`src/rtl/cyborg_gray_coarse_quant.sv`:
```
// cyborg_gray_coarse_quant
//   Multi-channel Gray coarse quantiser. Each channel runs a WIDTH-bit Gray
//   counter advanced by inc[c]. On a common sample strobe every channel is
//   snapshotted at once, and the block reports:
//     - the snapshot, in Gray or binary form;
//     - the binary difference from the previous snapshot;
//     - a per-channel overflow flag.
//   valid is a one-cycle qualifier for those outputs.
// Ports:
//   clk       system clock, rising edge
//   reset     synchronous active-high reset, dominates inc/sample
//   inc       [CHANNELS] per-channel increment strobe
//   sample    common snapshot strobe
//   bin_mode  0: code_out is Gray, 1: code_out is binary (sampled with sample)
//   code_out  [CHANNELS*WIDTH] snapshot, channel c at [c*WIDTH +: WIDTH]
//   diff_out  [CHANNELS*WIDTH] (snap - prev_snap) mod 2^WIDTH, binary
//   overflow  [CHANNELS] interval held >= 2^WIDTH increments
//   valid     one-cycle pulse, one clk after sample

// Per-channel counter, snapshot and interval accounting.
module cgcq_lane #(
  parameter int W = 6
) (
  input  logic         clk,
  input  logic         reset,
  input  logic         inc_i,
  input  logic         sample_i,
  input  logic         bin_mode_i,
  output logic [W-1:0] code_o,
  output logic [W-1:0] diff_o,
  output logic         ovf_o
);
  logic [W-1:0] gray_q, gray_d;
  logic [W-1:0] prev_q, prev_d;
  logic [W:0]   evt_q, evt_d;
  logic [W-1:0] code_q, code_d;
  logic [W-1:0] diff_q, diff_d;
  logic         ovf_q, ovf_d;
  logic [W-1:0] snap_bin, cnt_nxt;

  // Prefix XOR from the MSB down.
  function automatic logic [W-1:0] g2b(input logic [W-1:0] g);
    logic [W-1:0] b;
    b[W-1] = g[W-1];
    for (int i = W - 2; i >= 0; i--) b[i] = b[i+1] ^ g[i];
    return b;
  endfunction

  always_comb begin
    snap_bin = g2b(gray_q);
    // Step in binary and re-encode. The all-ones code wraps to 0 naturally.
    cnt_nxt  = snap_bin + {{(W-1){1'b0}}, 1'b1};
    gray_d   = inc_i ? (cnt_nxt ^ (cnt_nxt >> 1)) : gray_q;
    prev_d   = prev_q;
    code_d   = code_q;
    diff_d   = diff_q;
    ovf_d    = ovf_q;
    if (sample_i) begin
      // The snapshot is the pre-increment value. A same-cycle inc opens the
      // next interval's event count.
      code_d = bin_mode_i ? snap_bin : gray_q;
      diff_d = snap_bin - prev_q;
      prev_d = snap_bin;
      ovf_d  = evt_q[W];
      evt_d  = {{W{1'b0}}, inc_i};
    end else if (inc_i && !evt_q[W]) begin
      // Saturate at 2^W. Once the MSB is set, the interval has overflowed.
      evt_d  = evt_q + {{W{1'b0}}, 1'b1};
    end else begin
      evt_d  = evt_q;
    end
  end

  always_ff @(posedge clk) begin
    if (reset) begin
      gray_q <= '0;
      prev_q <= '0;
      evt_q  <= '0;
      code_q <= '0;
      diff_q <= '0;
      ovf_q  <= 1'b0;
    end else begin
      gray_q <= gray_d;
      prev_q <= prev_d;
      evt_q  <= evt_d;
      code_q <= code_d;
      diff_q <= diff_d;
      ovf_q  <= ovf_d;
    end
  end

  assign code_o = code_q;
  assign diff_o = diff_q;
  assign ovf_o  = ovf_q;
endmodule

module cyborg_gray_coarse_quant #(
  parameter int WIDTH    = 6,
  parameter int CHANNELS = 2
) (
  input  logic                      clk,
  input  logic                      reset,
  input  logic [CHANNELS-1:0]       inc,
  input  logic                      sample,
  input  logic                      bin_mode,
  output logic [CHANNELS*WIDTH-1:0] code_out,
  output logic [CHANNELS*WIDTH-1:0] diff_out,
  output logic [CHANNELS-1:0]       overflow,
  output logic                      valid
);
  logic [CHANNELS-1:0][WIDTH-1:0] code_w, diff_w;
  logic [1:0]                     vld_pipe;

  for (genvar c = 0; c < CHANNELS; c++) begin : g_lane
    cgcq_lane #(.W(WIDTH)) u_lane (
      .clk        (clk),
      .reset      (reset),
      .inc_i      (inc[c]),
      .sample_i   (sample),
      .bin_mode_i (bin_mode),
      .code_o     (code_w[c]),
      .diff_o     (diff_w[c]),
      .ovf_o      (overflow[c])
    );
  end

  // A reset in the sample cycle discards the interval, so no valid is issued.
  assign vld_pipe[0] = sample & ~reset;

  always_ff @(posedge clk) begin
    if (reset) vld_pipe[1] <= 1'b0;
    else       vld_pipe[1] <= vld_pipe[0];
  end

  assign code_out = code_w;
  assign diff_out = diff_w;
  assign valid    = vld_pipe[1];
endmodule

```
`config.mk`:
```
export PLATFORM = sky130hd
export DESIGN_NAME = cyborg_gray_coarse_quant
export DESIGN_NICKNAME = d
export VERILOG_FILES = /design/src/rtl/cyborg_gray_coarse_quant.sv
export SDC_FILE = /design/constraint.sdc
export NUM_CORES = 1
export LEC_CHECK = 0
export BUFFER_PORTS_ARGS = -buffer_cell sky130_fd_sc_hd__buf_2
export CAP_MARGIN = 20
export CORE_ASPECT_RATIO = 0.8
export CORE_UTILIZATION = 35
export CTS_BUF_LIST = sky130_fd_sc_hd__clkbuf_4 sky130_fd_sc_hd__clkbuf_8 sky130_fd_sc_hd__clkbuf_16
export DETAILED_ROUTE_END_ITERATION = 8
export GPL_TIMING_DRIVEN = 0
export PLACE_DENSITY = 0.62
export SLEW_MARGIN = 10
export SYNTH_ARGS = -nofsm -noshare
export SYNTH_HDL_FRONTEND = slang
export SYNTH_SLANG_ARGS = --single-unit
export TNS_END_PERCENT = 50
```
`constraint.sdc`:
```
create_clock -name clk -period 9.9 [get_ports clk]
set_input_delay 1.98 -clock clk [delete_from_list [all_inputs] [get_ports clk]]
set_output_delay 1.98 -clock clk [all_outputs]
set_load 0.1 [all_outputs]
```
==> key figures, run 1 <==
Run status
  – Status: completed

Yosys
  – Share of the yosys chip area belonging to registers: 0.3862
  – Mapped Avg Cell Area: roughly 9.2 um^2
  – Mapped Cells: 356
  – Synth area leaders: dfxtp_1, mux2i_1, ha_1
  – Largest area contributor in the netlist: dfxtp_1
  – Synthesis Warnings: 0
  – Post-synth ARST share: 0
  – Cell Area, Synth: 3266 um^2
  – Share of the synthesized area in the top cell type: 0.3862
  – Post-synth EDFFs: 0
  – Prevailing post-synth register cell: dfxtp_1
  – Mapped Nets: 384
  – Post-synth top cells: dfxtp_1, nor2_1, inv_1, mux2i_1, ha_1
  – Post-synthesis register bit count: 63
  – Most numerous cell in the Yosys netlist: dfxtp_1
  – Library cells used by synthesis: a little over 40

Clock network
  – Root buffer cell: clkbuf_16
  – Total CTS buffers: 9
  – Clock Path Buffers: 2
  – Post-CTS setup buffers: 0
  – Htree depth: 3
  – Post-cts repair resize count: 0
  – Clk_lat worst skew: 0.33 ns
  – Clk slew on worst S/H paths: around 0.05 ns
  – Hold-fix buffers, CTS: 0
  – CTS tree: done
  – CTS sink count: 63

Floorplanning
  – Initial core utilization: 0.3613
  – Rows: 31
  – Die area: 9723 um^2
  – Die height: around 90 um
  – Die X: between 100 and 150 um
  – Core area: 9037 um^2
  – Io pins: 33

Route
  – DR vias/cell: ~4.8
  – Initial drt markers: 130
  – Post-DRT Antenna Nets: 0
  – DR vias: about 2500
  – DRC: 0
  – Drt wl/cell: about 14 um
  – Detailed Routing Iterations Pass 1: 5
  – WL final: 7.239 mm

Timing
  – Fmax: 0.2500 GHz
  – Setup violations, final: 0
  – Tcrit/Tclk final: 0.4040
  – Final TNS setup: 0 ns
  – Worst slew pin tran: approximately 0.61 ns
  – Final Max Tran Viols: 0
  – Tmin final: 3.999 ns
  – Relative slew slack: 0.5939
  – Final Hold Fails: 0
  – Clock skew: between 0.006 and 0.007 ns
  – RSZ-0062 raised after global routing: false

Layout
  – # diodes: 0
  – Share of layout cells above drive strength 1: 0.1741
  – Area growth syn-to-layout: 18.16%
  – Nets: 425

Power and ir drop
  – Leak Pwr: 1.736 nW
  – Power share of the clock group: 0.214
  – Total power: 1.485 mW
  – NetSw: around 0.67 mW
  – PD cells: ~380 nW/um^2
  – Max VDD drop: 0.1536 mV
  – Sequential power share: 0.233
  – Switching share of power: 0.4510
  – Int Power: 0.8153 mW
  – Comb pwr share: 0.553

Global route
  – Remaining Overflow, GRT: 0
  – Vias in the first global route: 2261
  – Initial antenna violation count: 0
  – First-pass GRT wire length: 11.65 mm
  – Total GRT Usage: 0.1615
  – Largest net degree at the start of global routing: 11

Setup path
  – Setup CP Type: register to register
  – Critical Path AT: 4.22 ns
  – CP Capture Type: register
  – Maximum fanout along the worst path: 5
  – WP data required: 10.12 ns
  – Crit path launch type: register

Flow run
  – Max cap viols: 0

Worst hold path
  – Hold Path Class: register to register

Placement
  – HPWL after DPL: approximately 5.2 mm
  – Gpl congestion: 0.8282
  – IO buf count: 30
[area by class of cell]
cell class                 count  area [um^2]
sequential                    63         1261
inverter                      26        97.59
clock buffer                  12        254.0
clock inverter                 4        45.04
buffer                        23        138.9
timing repair buffer          30        150.1
fill                         883         5179
tap                          115        143.9
multi-input combinational    244         1768
[cell families (layout without fill, tap and decap cells)]
group                      Yosys count  after routing  share of synthesized area
AOI/OAI and AO/OA                   54             54                     0.1134
DFF                                 63             63                     0.3862
adders and majority gates           22             22                    0.08889
xor gates and xnor gates            28             28                    0.09272
and+or+nand+nor                    114            114                     0.1667
muxes                               26             26                    0.07969
buffers and inverters               49             95                    0.07241
[registers in the layout, summed over array words and instances, names as in the netlist, named ones only]
signal / flops
g_lane.u_lane.ovf_o: 2
g_lane.u_lane.gray_q: 10
g_lane.u_lane.prev_q: 10
g_lane.u_lane.code_o: 12
g_lane.u_lane.diff_o: 12
g_lane.u_lane.evt_q: 14
valid: 1
[power by group through the flow]
stage	logic [mW]	registers [mW]	clock network, mW
5_1_grt	0.905	0.353	0.336
3_3_place_gp	0.804	0.350	0
2_1_floorplan	0.501	0.517	0
3_5_place_dp	0.814	0.351	0
4_1_cts	0.820	0.346	0.323
6_report	0.821	0.346	0.317
[cells in the final DEF, fill, tap and decap left out, types with 3 or more instances in the layout]
master	instances
xor2_1	13
buf_4	6
ha_1	20
mux2i_1	26
dfxtp_1	63
nand4_1	3
clkbuf_1	7
xnor2_1	9
a211oi_1	17
inv_1	26
nor3b_1	9
o21ai_0	4
clkbuf_16	9
nand2_1	19
nor2b_1	6
nor2_1	61
buf_2	36
a21oi_1	16
a21o_1	4
buf_6	3
clkinv_2	3
[critical path, cell delays in order, from the launching register on]
cell	delay, ns
dfxtp_1	0.51
xor2_2	0.19
ha_1	0.44
inv_1	0.11
ha_1	0.33
inv_1	0.11
ha_1	0.31
inv_1	0.12
ha_1	0.41
ha_1	0.20
inv_1	0.06
fa_1	0.42
a21o_1	0.18
a21oi_1	0.20
nor4b_1	0.08
a211o_1	0.24
[worst paths after layout]
kind / from / endpoint / slack (ns) / depth (start not counted)
setup / recovery: g_lane[0].u_lane.gray_q[5] / g_lane[0].u_lane.diff_o[4] / 5.90 / 15
hold / removal: register / register / 0.48 / 2
setup reg to reg: g_lane[0].u_lane.gray_q[5] / g_lane[0].u_lane.diff_o[4] / 5.90 / 15
hold reg to reg: register / register / 0.48 / 2
[per-stage QoR]
stage / utilization / worst slack (ns) / hold slack, ns / instances / instance area (um^2)
after floorplan: - / 6.440 / 0.4563 / 356 / 3266
after global placement: 0.3939 / 6.010 / 0.4685 / 501 / 3560
after detailed placement: 0.3939 / 5.957 / 0.4752 / 501 / 3560
after CTS: 0.4270 / 5.931 / 0.4825 / 517 / 3859
after global routing: 0.4270 / 5.712 / 0.5066 / 517 / 3859
final: 0.4270 / 5.901 / 0.4809 / 517 / 3859
[metal layers]
metal  share of wire  up-vias  global-route usage  wire (um)
li1                -     1289                   -          -
met1            0.53     1155              0.2328       3861
met2            0.41       39              0.2324       2996
met3           0.037       11             0.04345        269
met4           0.015        0             0.05091        111
met5               0        -                   0          0
(Power assumes the default switching activity.)
==> inputs of run 2 (changes only) <==
--- a/config.mk
+++ b/config.mk
@@ -5,6 +5,7 @@
 export SDC_FILE = /design/constraint.sdc
 export NUM_CORES = 1
 export LEC_CHECK = 0
+export ABC_AREA = 1
 export BUFFER_PORTS_ARGS = -buffer_cell sky130_fd_sc_hd__buf_2
 export CAP_MARGIN = 20
 export CORE_ASPECT_RATIO = 0.8
==> constraint.sdc (replaced) <==
create_clock -name clk -period 4 [get_ports clk]
set_input_delay 0.8 -clock clk [delete_from_list [all_inputs] [get_ports clk]]
set_output_delay 0.8 -clock clk [all_outputs]
set_load 0.1 [all_outputs]
==> run 2 against run 1 <==
Against the previous run:
- flip-flop and latch count is the same
- clock-buffer cell count grew 1
- sequential power grew 140%
- largest cell class unchanged
- clock power grew to 2.7 times the previous value
- cell count grew 17%
- die area grew 1.1%
- non-clock buffer count shrank 8
- clock skew is essentially flat
==> key figures, run 2 <==
Route
  – WL final: ~7.6 mm
  – Post-DRT Antenna Nets: 0
  – DR vias: a little under 3000
  – DR vias/cell: 4.779
  – Initial drt markers: 139
  – DRC: 0
  – Drt wl/cell: about 12 um
  – Detailed Routing Iterations Pass 1: 5

Worst hold path
  – Hold Path Class: register to register
  – Hold Startpoint: g_lane[1].u_lane.code_o[4]

Flow run
  – Max cap viols: 0

Yosys
  – Post-synthesis register bit count: 63
  – Largest area contributor in the netlist: dfxtp_1
  – Mapped Cells: ~450
  – Post-synth EDFFs: 0
  – Share of the synthesized area in the top cell type: 0.3820
  – Synthesis Warnings: 0
  – Cell Area, Synth: between 3000 and 4000 um^2
  – Library cells used by synthesis: 35
  – Synth area leaders: dfxtp_1, nand2_1, ha_1
  – Share of the yosys chip area belonging to registers: 0.3820
  – Prevailing post-synth register cell: dfxtp_1
  – Post-synth ARST share: 0
  – Post-synth top cells: nand2_1, dfxtp_1, inv_1
  – Mapped Avg Cell Area: 7.420 um^2
  – Most numerous cell in the Yosys netlist: nand2_1
  – Mapped Nets: 473

Run status
  – Status: completed

Timing
  – Final Max Tran Viols: 0
  – Final Hold Fails: 0
  – Worst slew pin tran: 0.4887 ns
  – Tcrit/Tclk final: 0.9284
  – Clock skew: 0.006756 ns
  – Relative slew slack: 0.6764
  – RSZ-0062 raised after global routing: false
  – Setup violations, final: 0
  – Fmax: 0.2693 GHz
  – Tmin final: 3.714 ns
  – Final TNS setup: 0 ns

Floorplanning
  – Die area: 9829 um^2
  – Core area: just over 9000 um^2
  – Rows: 31
  – Initial core utilization: 0.3623
  – Die X: between 100 and 150 um
  – Die height: 88.88 um
  – Io pins: 33

Clock network
  – Clk slew on worst S/H paths: 0.05 ns
  – Root buffer cell: clkbuf_16
  – Post-CTS setup buffers: 0
  – CTS sink count: 63
  – Htree depth: 3
  – Clock Path Buffers: 2
  – Clk_lat worst skew: between 0.3 and 0.4 ns
  – CTS tree: done
  – Total CTS buffers: 9
  – Hold-fix buffers, CTS: 0

Setup path
  – Slowest Stage Delay on Critical Path: 0.43 ns
  – WP data required: between 4 and 5 ns
  – Family with the most delay on the worst path: adder cells
  – Crit. Startpoint: g_lane[0].u_lane.gray_q[5]
  – Maximum fanout along the worst path: 6
  – CP Cell Sequence: inv_1 > nand2_1 > nand2_1 > ha_4 > inv_1 > ha_1 > inv_1 > ha_1 > inv_1 > ha_2 > ha_1 > inv_1 > fa_1 > nand3_1 > nand2_1 > nand2_1 > nand2_1 > o21ai_1
  – Crit path launch type: register
  – Critical R2R Launch: g_lane[0].u_lane.gray_q[5]
  – Setup CP Type: register to register
  – CP bufs+invs: 5
  – Critical Path AT: 3.97 ns
  – Slowest cell on the critical path: ha_2
  – CP Capture Type: register

Placement
  – HPWL after DPL: 5.629 mm
  – Gpl congestion: 0.8404
  – Dpl cells: roughly 590
  – IO buf count: 29

Layout
  – Nets: between 500 and 600
  – Layout filler cell count: 926
  – Commonest non-fill, non-tap cells in the layout: nand2_1, dfxtp_1, inv_1, buf_2, a21oi_1
  – Cell Count, Final, Fillers Out: around 610
  – Most common cell after layout, fill and taps aside: nand2_1
  – # diodes: 0
  – Number of flip-flops in the largest register: 14
  – Biggest register: g_lane.u_lane.evt_q
  – Share of layout cells above drive strength 1: 0.1755
  – Area growth syn-to-layout: 19.78%
  – Footprint of the multi-input gates: ~1700 um^2
  – Sequential Area: 1262 um^2

Power and ir drop
  – PD cells: 845.5 nW/um^2
  – Leak Pwr: 1.901 nW
  – Max VDD drop: roughly 0.46 mV
  – Total power: ~3.3 mW

Global route
  – Largest net degree at the start of global routing: 11
  – Initial antenna violation count: 0
  – Vias in the first global route: 2653
  – First-pass GRT wire length: ~12 mm
  – Remaining Overflow, GRT: 0
  – Total GRT Usage: 0.1603
-- run 2: changes by cell type after synthesis, moves of 11 or more --
cell,before,now
a211oi_1,17,0
nor2_1,61,24
nand2_1,19,133
inv_1,26,61
mux2i_1,26,0
a21oi_1,16,29
o21ai_0,4,19
nand3_1,2,21
xor2_1,13,2
-- run 2: timing repair --
| item | CTS | global route |
|---|---|---|
| endpoints found under the hold margin | 0 | 0 |
| endpoints found under the setup margin | 0 | 4 |
| gates resized for setup | 0 | 7 |
-- run 2: layer usage --
layer | vias up | GRT usage | part of all wire
met5 | - | 0 | 0
met4 | 0 | 0.05455 | 0.0090
met3 | 5 | 0.03904 | 0.050
met2 | 65 | 0.2597 | 0.42
met1 | 1298 | 0.2112 | 0.52
li1 | 1523 | - | -
-- run 2: metrics by stage --
stage / area (um^2) / util / hold slack [ns] / setup WS, ns
finish: 3955 / 0.4339 / 0.4447 / 0.2864
global route: 3955 / 0.4339 / 0.4665 / 0.01675
CTS: 3924 / 0.4305 / 0.4497 / 0.1545
detailed placement: 3591 / 0.3940 / 0.4361 / 0.1993
global placement: 3591 / 0.3940 / 0.4328 / 0.2042
floorplan: 3302 / - / 0.4295 / 0.7604
-- run 2: cell type report --
cell class / instances / area share
plain buffers: 16 / 0.03258
inverters: 69 / 0.06865
well taps: 115 / 0.03638
clock inverters: 3 / 0.01645
multi-input cells: 297 / 0.4223
flip-flops and latches: 63 / 0.3192
repair buffers: 29 / 0.03670
clock buffers: 13 / 0.06770
-- run 2: path summary, 6_finish.rpt --
kind | to | slack [ns] | depth (start not counted)
max | g_lane[0].u_lane.diff_o[4] | 0.29 | 18
min | g_lane[1].u_lane.code_o[4] | 0.44 | 2
max reg2reg | g_lane[0].u_lane.diff_o[4] | 0.29 | 18
min reg2reg | g_lane[1].u_lane.code_o[4] | 0.44 | 2
-- run 2: worst reg2reg max path: stages (launching register included) --
cell and delay (ns):
dfxtp_1 0.40, inv_1 0.14, nand2_1 0.10, nand2_1 0.16
ha_4 0.35, inv_1 0.08, ha_1 0.36, inv_1 0.12
ha_1 0.35, inv_1 0.12, ha_2 0.43, ha_1 0.20
inv_1 0.07, fa_1 0.40, nand3_1 0.09, nand2_1 0.07
nand2_1 0.06, nand2_1 0.05, o21ai_1 0.10
-- run 2: where the power goes --
| group | switching, mW | internal [mW] |
|---|---|---|
| sequential | 0.0649 | 0.753 |
| combinational | 1.20 | 0.465 |
| clock | 0.265 | 0.592 |
| total | 1.53 | 1.81 |
-- run 2: logic make-up (layout without fill, tap and decap cells) --
group	Yosys count	in the layout	share of synthesized area
adders and majority gates	22	22	0.08791
and+or+nand+nor	193	193	0.2596
AOI/OAI and AO/OA	80	80	0.1440
DFF	63	63	0.3820
xor gates and xnor gates	2	2	0.005306
buffers and inverters	85	130	0.1213
